[config.mk]
export PLATFORM = sky130hd
export DESIGN_NAME = stream_frame_arbiter
export DESIGN_NICKNAME = d
export VERILOG_FILES = /design/src/rtl/stream_frame_arbiter.sv
export SDC_FILE = /design/constraint.sdc
export NUM_CORES = 1
export LEC_CHECK = 0
export BUFFER_PORTS_ARGS = -buffer_cell sky130_fd_sc_hd__buf_4
export CAP_MARGIN = 10
export CORE_AREA = 4 4 99 101
export CTS_CLUSTER_DIAMETER = 100
export DETAILED_ROUTE_END_ITERATION = 7
export DIE_AREA = 0 0 103 105
export PLACE_DENSITY_LB_ADDON = 0.08
export SLEW_MARGIN = 20
export SYNTH_ARGS = -nofsm -noshare
export SYNTH_HDL_FRONTEND = slang
export SYNTH_SLANG_ARGS = --single-unit
[constraint.sdc]
create_clock -name clk -period 3.9 [get_ports clk]
set_input_delay 0.195 -clock clk [delete_from_list [all_inputs] [get_ports clk]]
set_output_delay 0.195 -clock clk [all_outputs]
set_load 0.01 [all_outputs]
[src/rtl/stream_frame_arbiter.sv]
// Two-source AXI-Stream frame scheduler: grants one source per frame,
// injects tlast and tags each beat with source/frame metadata on tuser.
module stream_frame_arbiter #(
  parameter int LEN_W = 16
) (
  input  logic             clk,
  input  logic             resetn,
  input  logic             enable,
  input  logic [LEN_W-1:0] frame_len,
  input  logic             s0_tvalid,
  output logic             s0_tready,
  input  logic [31:0]      s0_tdata,
  input  logic             s1_tvalid,
  output logic             s1_tready,
  input  logic [31:0]      s1_tdata,
  output logic             m0_tvalid,
  input  logic             m0_tready,
  output logic [31:0]      m0_tdata,
  output logic             m0_tlast,
  output logic [3:0]       m0_tuser,
  output logic             busy,
  output logic [15:0]      frame_count
);

  typedef enum logic {
    IDLE,
    BURST
  } state_t;

  state_t           r_state;
  state_t           w_state_nxt;
  logic             r_src;
  logic             r_last_src;
  logic [1:0]       r_seq;
  logic [LEN_W-1:0] r_len;
  logic [LEN_W-1:0] r_beat_cnt;

  logic w_grant;
  logic w_gnt_src;
  logic w_beat;
  logic w_done;
  logic w_last;
  logic w_sof;

  assign w_last = (r_beat_cnt == r_len - LEN_W'(1));
  assign w_sof  = (r_beat_cnt == '0);
  assign busy   = (r_state == BURST);

  always_comb begin
    w_state_nxt = r_state;
    w_grant     = 1'b0;
    w_gnt_src   = 1'b0;
    w_beat      = 1'b0;
    w_done      = 1'b0;
    s0_tready   = 1'b0;
    s1_tready   = 1'b0;
    m0_tvalid   = 1'b0;
    m0_tdata    = '0;
    m0_tlast    = 1'b0;
    m0_tuser    = '0;
    unique case (r_state)
      IDLE: begin
        // On contention, serve whichever source did not get the last frame
        if (s0_tvalid && s1_tvalid)
          w_gnt_src = ~r_last_src;
        else
          w_gnt_src = s1_tvalid;
        if (enable && (frame_len != '0) &&
            (s0_tvalid || s1_tvalid)) begin
          w_grant     = 1'b1;
          w_state_nxt = BURST;
        end
      end
      BURST: begin
        m0_tvalid = r_src ? s1_tvalid : s0_tvalid;
        m0_tdata  = r_src ? s1_tdata : s0_tdata;
        s0_tready = !r_src && m0_tready;
        s1_tready = r_src && m0_tready;
        m0_tlast  = w_last;
        m0_tuser  = {r_seq, w_sof, r_src};
        w_beat    = m0_tvalid && m0_tready;
        w_done    = w_beat && w_last;
        if (w_done)
          w_state_nxt = IDLE;
      end
      default: w_state_nxt = IDLE;
    endcase
  end

  always_ff @(posedge clk or negedge resetn) begin
    if (!resetn) begin
      r_state     <= IDLE;
      r_src       <= 1'b0;
      r_last_src  <= 1'b1;
      r_seq       <= 2'd0;
      r_len       <= '0;
      r_beat_cnt  <= '0;
      frame_count <= 16'd0;
    end else begin
      r_state <= w_state_nxt;
      if (w_grant) begin
        r_src      <= w_gnt_src;
        r_len      <= frame_len;
        r_beat_cnt <= '0;
      end
      if (w_beat)
        r_beat_cnt <= r_beat_cnt + LEN_W'(1);
      if (w_done) begin
        r_last_src  <= r_src;
        r_seq       <= r_seq + 2'd1;
        frame_count <= frame_count + 16'd1;
      end
    end
  end

endmodule
### Yosys cells after proc, flatten, opt, wreduce, memory -nomap -nowiden

Index checks and enable logic that the tools add are counted.

| operators by class | value |
|---|---|
| add/sub/neg operators | 4 |
| equality and inequality tests | 1 |
| muxes and demuxes | 18 |
| bitwise gates (word level) | 2 |
| reduce and logical (&&, ||, !) cells | 12 |

Operators by type and width:

| kind | number |
|---|---|
| two-way mux 32 bit | 2 |
| adder 16 x 1 -> 16 bit (second input constant) | 2 |
| two-way mux 16 bit | 2 |
| equality test 16 bit | 1 |
| zero test 16 bit | 1 |
| nonzero test 16 bit | 1 |
| subtractor 16 x 1 -> 16 bit (second input constant) | 1 |
| two-way mux 1 bit | 12 |
| logical AND 1 bit | 7 |
| two-way mux 4 bit | 1 |
| adder 2 x 1 -> 2 bit (second input constant) | 1 |
| inverter 1 bit | 2 |
| case mux 1 bit (2 select lines) | 1 |
| nonzero test 2 bit | 1 |
| zero test 1 bit | 1 |
| logical OR 1 bit | 1 |

| storage, ports and cells | value |
|---|---|
| bits in registers | 53 |
| output and inout port bits | 57 |
| word-level logic and storage cells | 44 |

### Longest topological paths before layout

Gate-level depths: netlist of the first run.

| depth | value |
|---|---|
| depth in word-level cells | 7 |
| mapped depth | 10 |

### Worst setup path after synthesis of the first run

OpenSTA, ideal clock, no wires.

| timing path | value |
|---|---|
| path kind | reg2reg |
| start | register r_len[0] |
| end | register frame_count[1] |
| library setup time | 0.125 ns |
| arrival | 2.597 ns |
| data required time | 3.775 ns |
| slack | 1.178 ns |
| cell stages (with the launch flop) | 10 |
| buffers on the path | 1 |
| period minus slack after synthesis | 2.722 ns |
| path through | dfrtp_1 inv_1 ha_1 or4b_4 or4b_1 a221o_1 buf_6 nand4_4 nor4_4 mux2_4 |

| on the way | value |
|---|---|
| cells in the longest elaborated chain, start to end | 4 |

Ends and longest elaborated chain:

| element | line | source |
|---|---|---|
| start: declaration | 35 | `logic [LEN_W-1:0] r_len;` |
| start signal: assignment | 103 | `r_len <= frame_len;` |
| subtractor 16 x 1 -> 16 bit | 45 | `assign w_last = (r_beat_cnt == r_len - LEN_W'(1));` |
| equality test 16 bit | 45 |  |
| logical AND 1 bit | 82 | `w_done = w_beat && w_last;` |
| two-way mux 1 bit | 61 | `unique case (r_state)` |
| end signal: assignment | 111 | `frame_count <= frame_count + 16'd1;` |
| end: declaration | 22 | `output logic [15:0] frame_count` |

No other way between the ends.
A chain may end at the register's enable or synchronous reset.

### Final worst setup path of the first run

| timing path | value |
|---|---|
| start | register r_len[0] |
| end | output port m0_tlast |

| on the way | value |
|---|---|
| cells in the longest elaborated chain, start to end | 3 |

Ends and longest elaborated chain:

| element | line | source |
|---|---|---|
| subtractor 16 x 1 -> 16 bit | 45 |  |
| equality test 16 bit | 45 |  |
| two-way mux 1 bit | 61 |  |
| end: declaration | 19 | `output logic m0_tlast,` |

No other way between the ends.

==> results of run 1 <==
## final cells by class
class | instances | area (µm²)
Clock inverter | 1 | 7.51
Inverter | 10 | 37.5
Fill cell | 829 | 3960
Clock buffer | 7 | 86.3
Tap cell | 111 | 139
Timing Repair Buffer | 151 | 1140
Sequential cell | 53 | 1330
Multi-Input combinational cell | 363 | 2320
## kinds of logic (layout without fill, tap and decap cells)
| logic type | count (synthesis) | in the layout | synth area share |
|---|---|---|---|
| AO/OA/AOI/OAI | 35 | 35 | 0.0609 |
| XOR/XNOR | 42 | 42 | 0.0983 |
| adder cells (fa/ha/maj) | 4 | 4 | 0.0131 |
| buffers and inverters | 38 | 169 | 0.0439 |
| flip-flops | 53 | 53 | 0.348 |
| multiplexers | 39 | 39 | 0.105 |
| AND/OR/NAND/NOR | 243 | 243 | 0.331 |
## where the power goes
| group | switching (mW) | internal, mW |
|---|---|---|
| Clock | 0.186 | 0.145 |
| Sequential | 0.150 | 0.635 |
| Combinational | 0.714 | 0.556 |
| Total | 1.05 | 1.34 |
## worst max-delay path: cells and delay by family (launching register included)
family	cells	cell delay [ps]
AOI/OAI and AO/OA	1	650
adders and majority gates	1	230
and+or+nand+nor	4	1320
DFF	1	440
buffers and inverters	2	270
## sequential cells by signal (all words and copies together) (netlist names)
| register | cells |
|---|---|
| frame_count | 16 |
| r_beat_cnt | 16 |
| r_len | 16 |
| r_seq | 2 |
| busy | 1 |
| r_last_src | 1 |
| r_src | 1 |
## worst max path at each step
stage	start	to	slack, ps	cells past startpoint
3_3_place_gp	r_len[0]	frame_count[1]	850	8
5_1_grt	r_len[0]	m0_tlast	360	8
6_report	r_len[0]	m0_tlast	490	8
3_5_place_dp	r_len[0]	frame_count[1]	780	8
2_1_floorplan	r_len[0]	frame_count[1]	1180	9
4_1_cts	r_len[0]	m0_tlast	510	8
## per-layer routing
layer / vias up / global-route usage / routed length, µm
li1: 1883 / - / -
met1: 1851 / 0.277 / 4720
met2: 131 / 0.353 / 5750
met3: 10 / 0.0374 / 649
met4: 0 / 0.0333 / 97
met5: - / 0 / 0
## repair_timing
item | in CTS | in global routing
setup buffers | 0 | 0
hold endpoints to repair | 52 | 0
hold buffers | 1 | 0
endpoints found under the setup margin | 0 | 0
## layout by cell type (no fill, tap or decap), drive strengths merged, types with 2 or more instances in the layout
cell / count
buf: 150
and4: 3
nor4b: 3
nor2: 54
nand4: 24
or3: 2
nor4: 37
inv: 9
a22oi: 2
mux2i: 37
xnor2: 21
a21oi: 3
xor2: 21
and3: 9
o21ai: 17
nand4b: 3
and2: 3
or4b: 2
nor2b: 2
dfrtp: 52
nand3: 17
clkbuf: 7
mux2: 2
nand2: 71
nor3: 8
ha: 4
==> run_results.csv, run 1 <==
group,metric,value,unit
outcome,status,"complete, no violations",
cells_and_area,stdcell_count,696,
routing,drtAntennaViolNets,0,
synth,synth_cell_types,55,
timing,rsz0062_at_grt,"no",
critical_path,path_cells,"inv_1, ha_1, or4b_4, or4b_1, a221o_1, nand4b_1, nor4_1, buf_4",
placement,gp_congestion,0.849,
timing,setup_tns,0,ps
cells_and_area,final_area,5060,µm²
power,power.static_leakage,2.47,nW
critical_path,max_stage_delay,650,ps
global_route,grt_pass1_wl,18.4,mm
min_path,hold_start,"frame_len[13]",
synth,syn_inst,454,
cts,cts_sinks,53,
routing,drc,0,
placement,portBuffers,142,
floorplanning,initial_core_util,0.423,
global_route,track_usage,0.208,
synth,yosysSeqAreaShare,0.348,
min_path,whs_path_depth,3,
power,power.density,472,nW/µm²
critical_path,critPathRequiredTime,3700,ps
timing,slew_headroom,0.456,
synth,synth.most_common_cell,"nand2_1",
floorplanning,design.core.area,9020,µm²
min_path,hp-class,"in2reg",
critical_path,r2r_start,"r_len[0]",
placement,placed_area,4950,µm²
critical_path,cp_max_fo,18,
placement,place_ws,779,ps
cells_and_area,n_antenna_cell,0,
timing,tightestPinTransition,815,ps
synth,synth_area_leaders,"dfrtp_1 34%, mux2i_1 9.7%, nand2_1 7.0%",
routing,wl_per_cell,16.1,µm
synth,synth-warning-count,0,
cts,numCtsBuffers,5,
timing,setup_viol,0,
job,drv_cap,0,
power,finalPower,2.39,mW
timing,timing.final.max_slew_violations,0,
floorplanning,num_rows,35,
critical_path,r2r-end,"frame_count[1]",
cts,cts-root-buf,"clkbuf_8",
timing,finalHoldViolCount,0,
floorplanning,die_h,105,µm
synth,ys_async_sr_fraction,1.00,
routing,drt_iter0_markers,284,
critical_path,slowest_stage,"a221o_1",
global_route,antenna_found_initial,0,
synth,syn_nets,544,
synth,netlist_area,3820,µm²
timing,fmax,0.293,GHz
routing,drt_wl_total,11.2,mm
synth,synth_seq_cells,53,
timing,fin_hold_ws,79.3,ps
critical_path,worst_r2r_path_depth,8,
routing,vias,3875,
synth,synth_commonest_cells,"71 x nand2_1, 54 x nor2_1, 52 x dfrtp_1",
floorplanning,dieArea,10800,µm²
global_route,grt_max_degree,54,
floorplanning,top_level_ports,143,
synth,yosys_most_used_dff,"dfrtp_1",
routing,viasPerCell,5.57,
global_route,grt_remaining_overflow,0,
global_route,grt_pass1_vias,3804,
cts,cts.clk_slew.worst_paths,100,ps
routing,drtPass1Iterations,4,
cts,cts_tree,"yes",
placement,dp_cells,687,
timing,fin_ws,488,ps
cts,cts_resized,0,
timing,period_share,0.875,
synth,synth_top_area_share,0.341,
synth,syn_area_per_cell,8.41,µm²
power,irDropWorstVdd,0.252,mV
synth,yosysTopAreaCell,"dfrtp_1",
min_path,hold_end,"r_len[13]",
cells_and_area,nets,674,
cells_and_area,final_util,0.561,
cells_and_area,drive_gt1_frac,0.292,
placement,dp.final_hpwl,8.58,mm
cts,ctsHtreeMaxLevel,2,
critical_path,rrSetupSlack,720,ps
timing,period_needed,3410,ps
critical_path,critPathKind,"reg2out",
timing,final.setup_skew,14.9,ps
synth,synth_edf_count,0,
cells_and_area,area_growth,32.5,%
cts,cts_buffer_depth,2,
floorplanning,die-width,103,µm
critical_path,crit_arrival,3220,ps
critical_path,startpoint_type,"flip-flop",
critical_path,end_kind,"output port",
cts,clk_latency,310,ps
Power figures use the tool's default switching activity.
==> run 2: changes to the inputs <==
==> constraint.sdc (replaced) <==
create_clock -name clk -period 3.9 [get_ports clk]
set_input_delay 0 -clock clk [delete_from_list [all_inputs] [get_ports clk]]
set_output_delay 0 -clock clk [all_outputs]
set_load 0.01 [all_outputs]
==> run 2 against run 1 <==
Compared with the run above: worst hold slack got worse by 42 ps; die area unchanged; worst setup slack gained 200 ps; critical path type unchanged; critical endpoint unchanged; largest power group unchanged.
==> run_results.csv, run 2 (synthesis results as in run 1) <==
group,metric,value,unit
placement,gp_congestion,0.863,
timing,finalHoldViolCount,0,
critical_path,r2r_start,"r_len[0]",
routing,drt_iter0_markers,221,
timing,period_share,0.824,
critical_path,critPathRequiredTime,3900,ps
routing,drtAntennaViolNets,0,
placement,portBuffers,142,
cells_and_area,drive_gt1_frac,0.282,
global_route,grt_use_met3,0.0387,
floorplanning,design.core.area,9020,µm²
timing,setup_viol,0,
routing,drt_wl_total,11.3,mm
routing,wl_per_cell,15.8,µm
cells_and_area,layout_common_cells,"150 x buf_4, 71 x nand2_1, 54 x nor2_1, 51 x dfrtp_1, 37 x mux2i_1",
cells_and_area,n_antenna_cell,0,
floorplanning,initial_core_util,0.423,
global_route,grt_pass1_vias,3739,
cells_and_area,area_growth,36.9,%
cts,cts.clk_slew.worst_paths,100,ps
cts,ctsHtreeMaxLevel,2,
critical_path,r2r-end,"frame_count[1]",
cts,cts-root-buf,"clkbuf_8",
min_path,hold_start,"m0_tready",
floorplanning,dieArea,10800,µm²
global_route,grt_pass1_wl,18.5,mm
timing,final.setup_skew,12.0,ps
critical_path,startpoint_type,"flip-flop",
global_route,track_usage,0.209,
timing,setup_tns,0,ps
global_route,grt_use_met1,0.283,
placement,dp.final_hpwl,8.41,mm
critical_path,worst_r2r_path_depth,8,
critical_path,end_kind,"output port",
cells_and_area,layout_commonest_cell,"buf_4",
outcome,status,"complete, no violations",
floorplanning,die_h,105,µm
timing,tightestPinTransition,815,ps
power,irDropWorstVdd,0.208,mV
critical_path,crit_arrival,3210,ps
floorplanning,num_rows,35,
cts,cts_resized,0,
routing,drtPass1Iterations,5,
min_path,hold_end,"busy",
cts,cts_buffer_depth,2,
power,power.density,456,nW/µm²
cells_and_area,reg_top3,"frame_count: 16 flops, r_beat_cnt: 16 flops, r_len: 16 flops",
min_path,whs_path_depth,3,
timing,rsz0062_at_grt,"no",
global_route,grt_remaining_overflow,0,
power,finalPower,2.38,mW
global_route,met2_usage,0.350,
routing,viasPerCell,5.42,
critical_path,rrSetupSlack,730,ps
min_path,hp-class,"in2reg",
cts,clk_latency,310,ps
power,power.static_leakage,2.54,nW
floorplanning,top_level_ports,143,
job,drv_cap,0,
timing,slew_headroom,0.457,
timing,timing.final.max_slew_violations,0,
cts,cts_tree,"yes",
critical_path,critPathKind,"reg2out",
timing,period_needed,3210,ps
cts,cts_sinks,53,
routing,drc,0,
global_route,busiest_layer,"met2",
critical_path,cp_max_fo,18,
timing,fmax,0.311,GHz
floorplanning,die-width,103,µm
global_route,grt_max_degree,54,
routing,vias,3873,
cells_and_area,nets,692,
cts,numCtsBuffers,5,
global_route,antenna_found_initial,0,
-- run 2: cell count changes in the layout (fill, tap and decap cells not counted), sizes merged --
cell,change
dlygate4sd3,+18
-- run 2: final cells by class --
type / count / area [µm²]
repair buffers: 169 / 1320
clock inverters: 1 / 7.51
flip-flops and latches: 53 / 1330
inverters: 10 / 37.5
well taps: 111 / 139
fillers: 817 / 3790
clock buffers: 7 / 76.3
multi-input cells: 363 / 2320
-- run 2: how the worst max path moves through the flow --
stage / start / endpoint / slack [ps]
floorplan: r_len[0] / frame_count[1] / 1180
global placement: r_len[0] / frame_count[1] / 850
detailed placement: r_len[0] / frame_count[1] / 760
CTS: r_len[0] / m0_tlast / 700
global route: r_len[0] / m0_tlast / 500
finish: r_len[0] / m0_tlast / 690
-- run 2: routing by layer --
layer	vias to the layer above	routed length, µm
li1	1918	-
met1	1796	4830
met2	147	5700
met3	12	662
met4	0	117
met5	-	0
-- run 2: metrics by stage --
stage / instances / instance area (µm²) / utilization / hold slack (ps) / worst slack [ps]
global placement: 687 / 4950 / 0.549 / 83.4 / 851
finish: 714 / 5230 / 0.580 / 37.2 / 686
CTS: 714 / 5230 / 0.580 / 41.6 / 696
floorplan: 454 / 3820 / - / -296 / 1180
global route: 714 / 5230 / 0.580 / 34.4 / 502
detailed placement: 687 / 4950 / 0.549 / 86.4 / 761
-- run 2: critical path, stage by stage (launching register included) --
cell	delay [ps]
dfrtp_1	450
inv_1	100
ha_1	220
or4b_4	530
or4b_1	520
a221o_1	640
nand4b_1	220
nor4_1	60
buf_4	170
-- run 2: report_power, final --
part	internal (mW)	switching (mW)
Clock	0.128	0.183
Combinational	0.566	0.720
Sequential	0.635	0.151
-- run 2: repair_timing --
item | CTS | global route
hold endpoints to repair | 69 | 0
hold buffers | 19 | 0
setup buffers | 0 | 0
==> run 3: changes to the inputs <==
--- a/config.mk
+++ b/config.mk
@@ -5,12 +5,13 @@
 export SDC_FILE = /design/constraint.sdc
 export NUM_CORES = 1
 export LEC_CHECK = 0
+export ABC_AREA = 1
 export BUFFER_PORTS_ARGS = -buffer_cell sky130_fd_sc_hd__buf_4
 export CAP_MARGIN = 10
-export CORE_AREA = 4 4 99 101
+export CORE_AREA = 4 4 102 104
 export CTS_CLUSTER_DIAMETER = 100
 export DETAILED_ROUTE_END_ITERATION = 7
-export DIE_AREA = 0 0 103 105
+export DIE_AREA = 0 0 106 108
 export PLACE_DENSITY_LB_ADDON = 0.08
 export SLEW_MARGIN = 20
 export SYNTH_ARGS = -nofsm -noshare
==> constraint.sdc (replaced) <==
create_clock -name clk -period 3.15 [get_ports clk]
set_input_delay 0 -clock clk [delete_from_list [all_inputs] [get_ports clk]]
set_output_delay 0 -clock clk [all_outputs]
set_load 0.01 [all_outputs]
==> run 3 against run 2 <==
Compared with the run above: cell count rose by 29%; clock power rose by 32%; sequential cell count did not move.
==> run_results.csv, run 3 <==
group,metric,value,unit
timing,period_needed,2480,ps
cts,cts_tree,"yes",
critical_path,worst_r2r_path_depth,12,
critical_path,end_kind,"flip-flop",
synth,synth-warning-count,0,
timing,period_share,0.787,
floorplanning,initial_core_util,0.433,
cells_and_area,n_antenna_cell,0,
cells_and_area,reg_top3,"frame_count: 16 flops, r_beat_cnt: 16 flops, r_len: 16 flops",
timing,timing.final.max_slew_violations,0,
routing,viasPerCell,5.04,
timing,tightestPinTransition,930,ps
critical_path,critPathRequiredTime,3410,ps
synth,ys_async_sr_fraction,1.00,
min_path,hp-class,"in2reg",
cts,numCtsBuffers,5,
routing,drtAntennaViolNets,0,
cells_and_area,area_growth,34.3,%
floorplanning,die-width,106,µm
power,finalPower,3.72,mW
synth,syn_nets,725,
cells_and_area,layout_common_cells,"249 x nand2_1, 145 x buf_4, 63 x nand3_1, 54 x inv_1, 52 x dfrtp_1",
outcome,status,"complete, no violations",
synth,synth_commonest_cells,"249 x nand2_1, 63 x nand3_1, 54 x inv_1",
cells_and_area,nets,874,
synth,synth_seq_cells,53,
floorplanning,design.core.area,9550,µm²
timing,slew_headroom,0.379,
synth,yosys_most_used_dff,"dfrtp_1",
cts,cts_buffer_depth,2,
global_route,grt_remaining_overflow,0,
routing,wl_per_cell,14.0,µm
placement,gp_congestion,0.883,
routing,drt_iter0_markers,306,
cells_and_area,layout_commonest_cell,"nand2_1",
cts,cts.clk_slew.worst_paths,110,ps
routing,drt_wl_total,12.8,mm
cts,ctsHtreeMaxLevel,2,
routing,drc,0,
synth,yosysSeqAreaShare,0.321,
global_route,antenna_found_initial,0,
routing,vias,4631,
cts,clk_latency,330,ps
cells_and_area,drive_gt1_frac,0.237,
timing,setup_tns,0,ps
critical_path,critPathKind,"reg2reg",
critical_path,crit_start,"r_len[0]",
placement,dp.final_hpwl,9.68,mm
cts,postCtsHoldBufs,18,
floorplanning,num_rows,36,
synth,syn_inst,635,
synth,synth_cell_types,36,
timing,finalHoldViolCount,0,
cells_and_area,final_area,5560,µm²
timing,fmax,0.403,GHz
synth,synth_edf_count,0,
critical_path,r2r-end,"frame_count[7]",
synth,synth_area_leaders,"dfrtp_1 31%, nand2_1 23%, nand3_1 7.6%",
timing,rsz0062_at_grt,"no",
cells_and_area,multi_input_area,2470,µm²
critical_path,crit_end,"frame_count[7]",
placement,portBuffers,142,
cells_and_area,nFillCells,963,
cts,cts_resized,0,
floorplanning,top_level_ports,143,
power,irDropWorstVdd,0.309,mV
cts,cts_sinks,53,
floorplanning,die_h,108,µm
global_route,track_usage,0.221,
synth,synth.most_common_cell,"nand2_1",
synth,netlist_area,4140,µm²
critical_path,crit_arrival,2740,ps
timing,fin_hold_ws,48.8,ps
synth,synth_top_area_share,0.315,
power,power.static_leakage,2.96,nW
job,drv_cap,0,
min_path,hold_start,"s1_tvalid",
timing,setup_viol,0,
cts,cts-root-buf,"clkbuf_8",
global_route,grt_pass1_vias,4310,
power,power.density,669,nW/µm²
critical_path,cp_max_fo,19,
placement,placed_area,5290,µm²
critical_path,startpoint_type,"flip-flop",
synth,syn_area_per_cell,6.51,µm²
routing,drtPass1Iterations,5,
cells_and_area,ff_latch_area,1330,µm²
cts,cts_setup_buffers,0,
timing,final.setup_skew,17.5,ps
global_route,grt_pass1_wl,20.6,mm
critical_path,r2r_start,"r_len[0]",
global_route,grt_max_degree,54,
floorplanning,dieArea,11400,µm²
synth,yosysTopAreaCell,"dfrtp_1",
critical_path,rrSetupSlack,670,ps
run 3: changes by cell type in the layout (fill, tap and decap cells not counted), sizes merged, moves of 6 or more:
cell and delta:
nor4 -27, inv +52, nor3 +6, xnor2 -9, a21oi +6, nand3 +49, mux2i -37, nand2 +184
and3 -9
run 3: layer usage:
metal | up-vias | global-route usage | routed length, µm
li1 | 2342 | - | -
met1 | 2122 | 0.287 | 5690
met2 | 149 | 0.381 | 6120
met3 | 18 | 0.0370 | 780
met4 | 0 | 0.0685 | 250
met5 | - | 0 | 0
run 3: per-stage QoR:
stage / cells / utilization / setup slack (ps)
4_1_cts: 918 / 0.582 / 673
5_1_grt: 918 / 0.582 / 465
6_report: 918 / 0.582 / 671
3_5_place_dp: 892 / 0.553 / 705
2_1_floorplan: 635 / - / 1200
3_3_place_gp: 892 / 0.553 / 861
run 3: cells by family after synthesis:
logic type      count (synthesis)  share of synthesized area
fa+ha+maj                       4                     0.0121
xor+xnor                       28                     0.0593
flops                          53                      0.321
simple gates                  431                      0.476
compound gates                 36                     0.0493
buf+inv                        83                     0.0820
run 3: critical path, stage by stage (launching register included):
cell     delay (ps)
dfrtp_1         400
inv_1           120
ha_1            280
nand2_1         100
nor2_1          190
nand2_1         100
nand2_1          80
nand2_1          50
nand2_1          60
nand3_1         110
nor3_4          610
nand4_1         210
nand2_1         100
run 3: cell type report:
type	count	area share
Inverter	62	0.0419
Multi-Input combinational cell	499	0.445
Clock buffer	5	0.0124
Clock inverter	3	0.00383
Tap cell	133	0.0300
Timing Repair Buffer	163	0.228
Sequential cell	53	0.239
run 3: worst min-delay path by stage:
stage / end / slack, ps / cells past startpoint
CTS: r_src / 30 / 5
finish: r_src / 50 / 5
global route: r_src / 50 / 5
global placement: r_len[3] / 90 / 1
floorplan: busy / -300 / 0
detailed placement: r_len[3] / 90 / 1
run 3: power by group:
part	switching (mW)	internal [mW]
Combinational	1.37	0.874
Sequential	0.222	0.840
Clock	0.251	0.158
Total	1.84	1.87
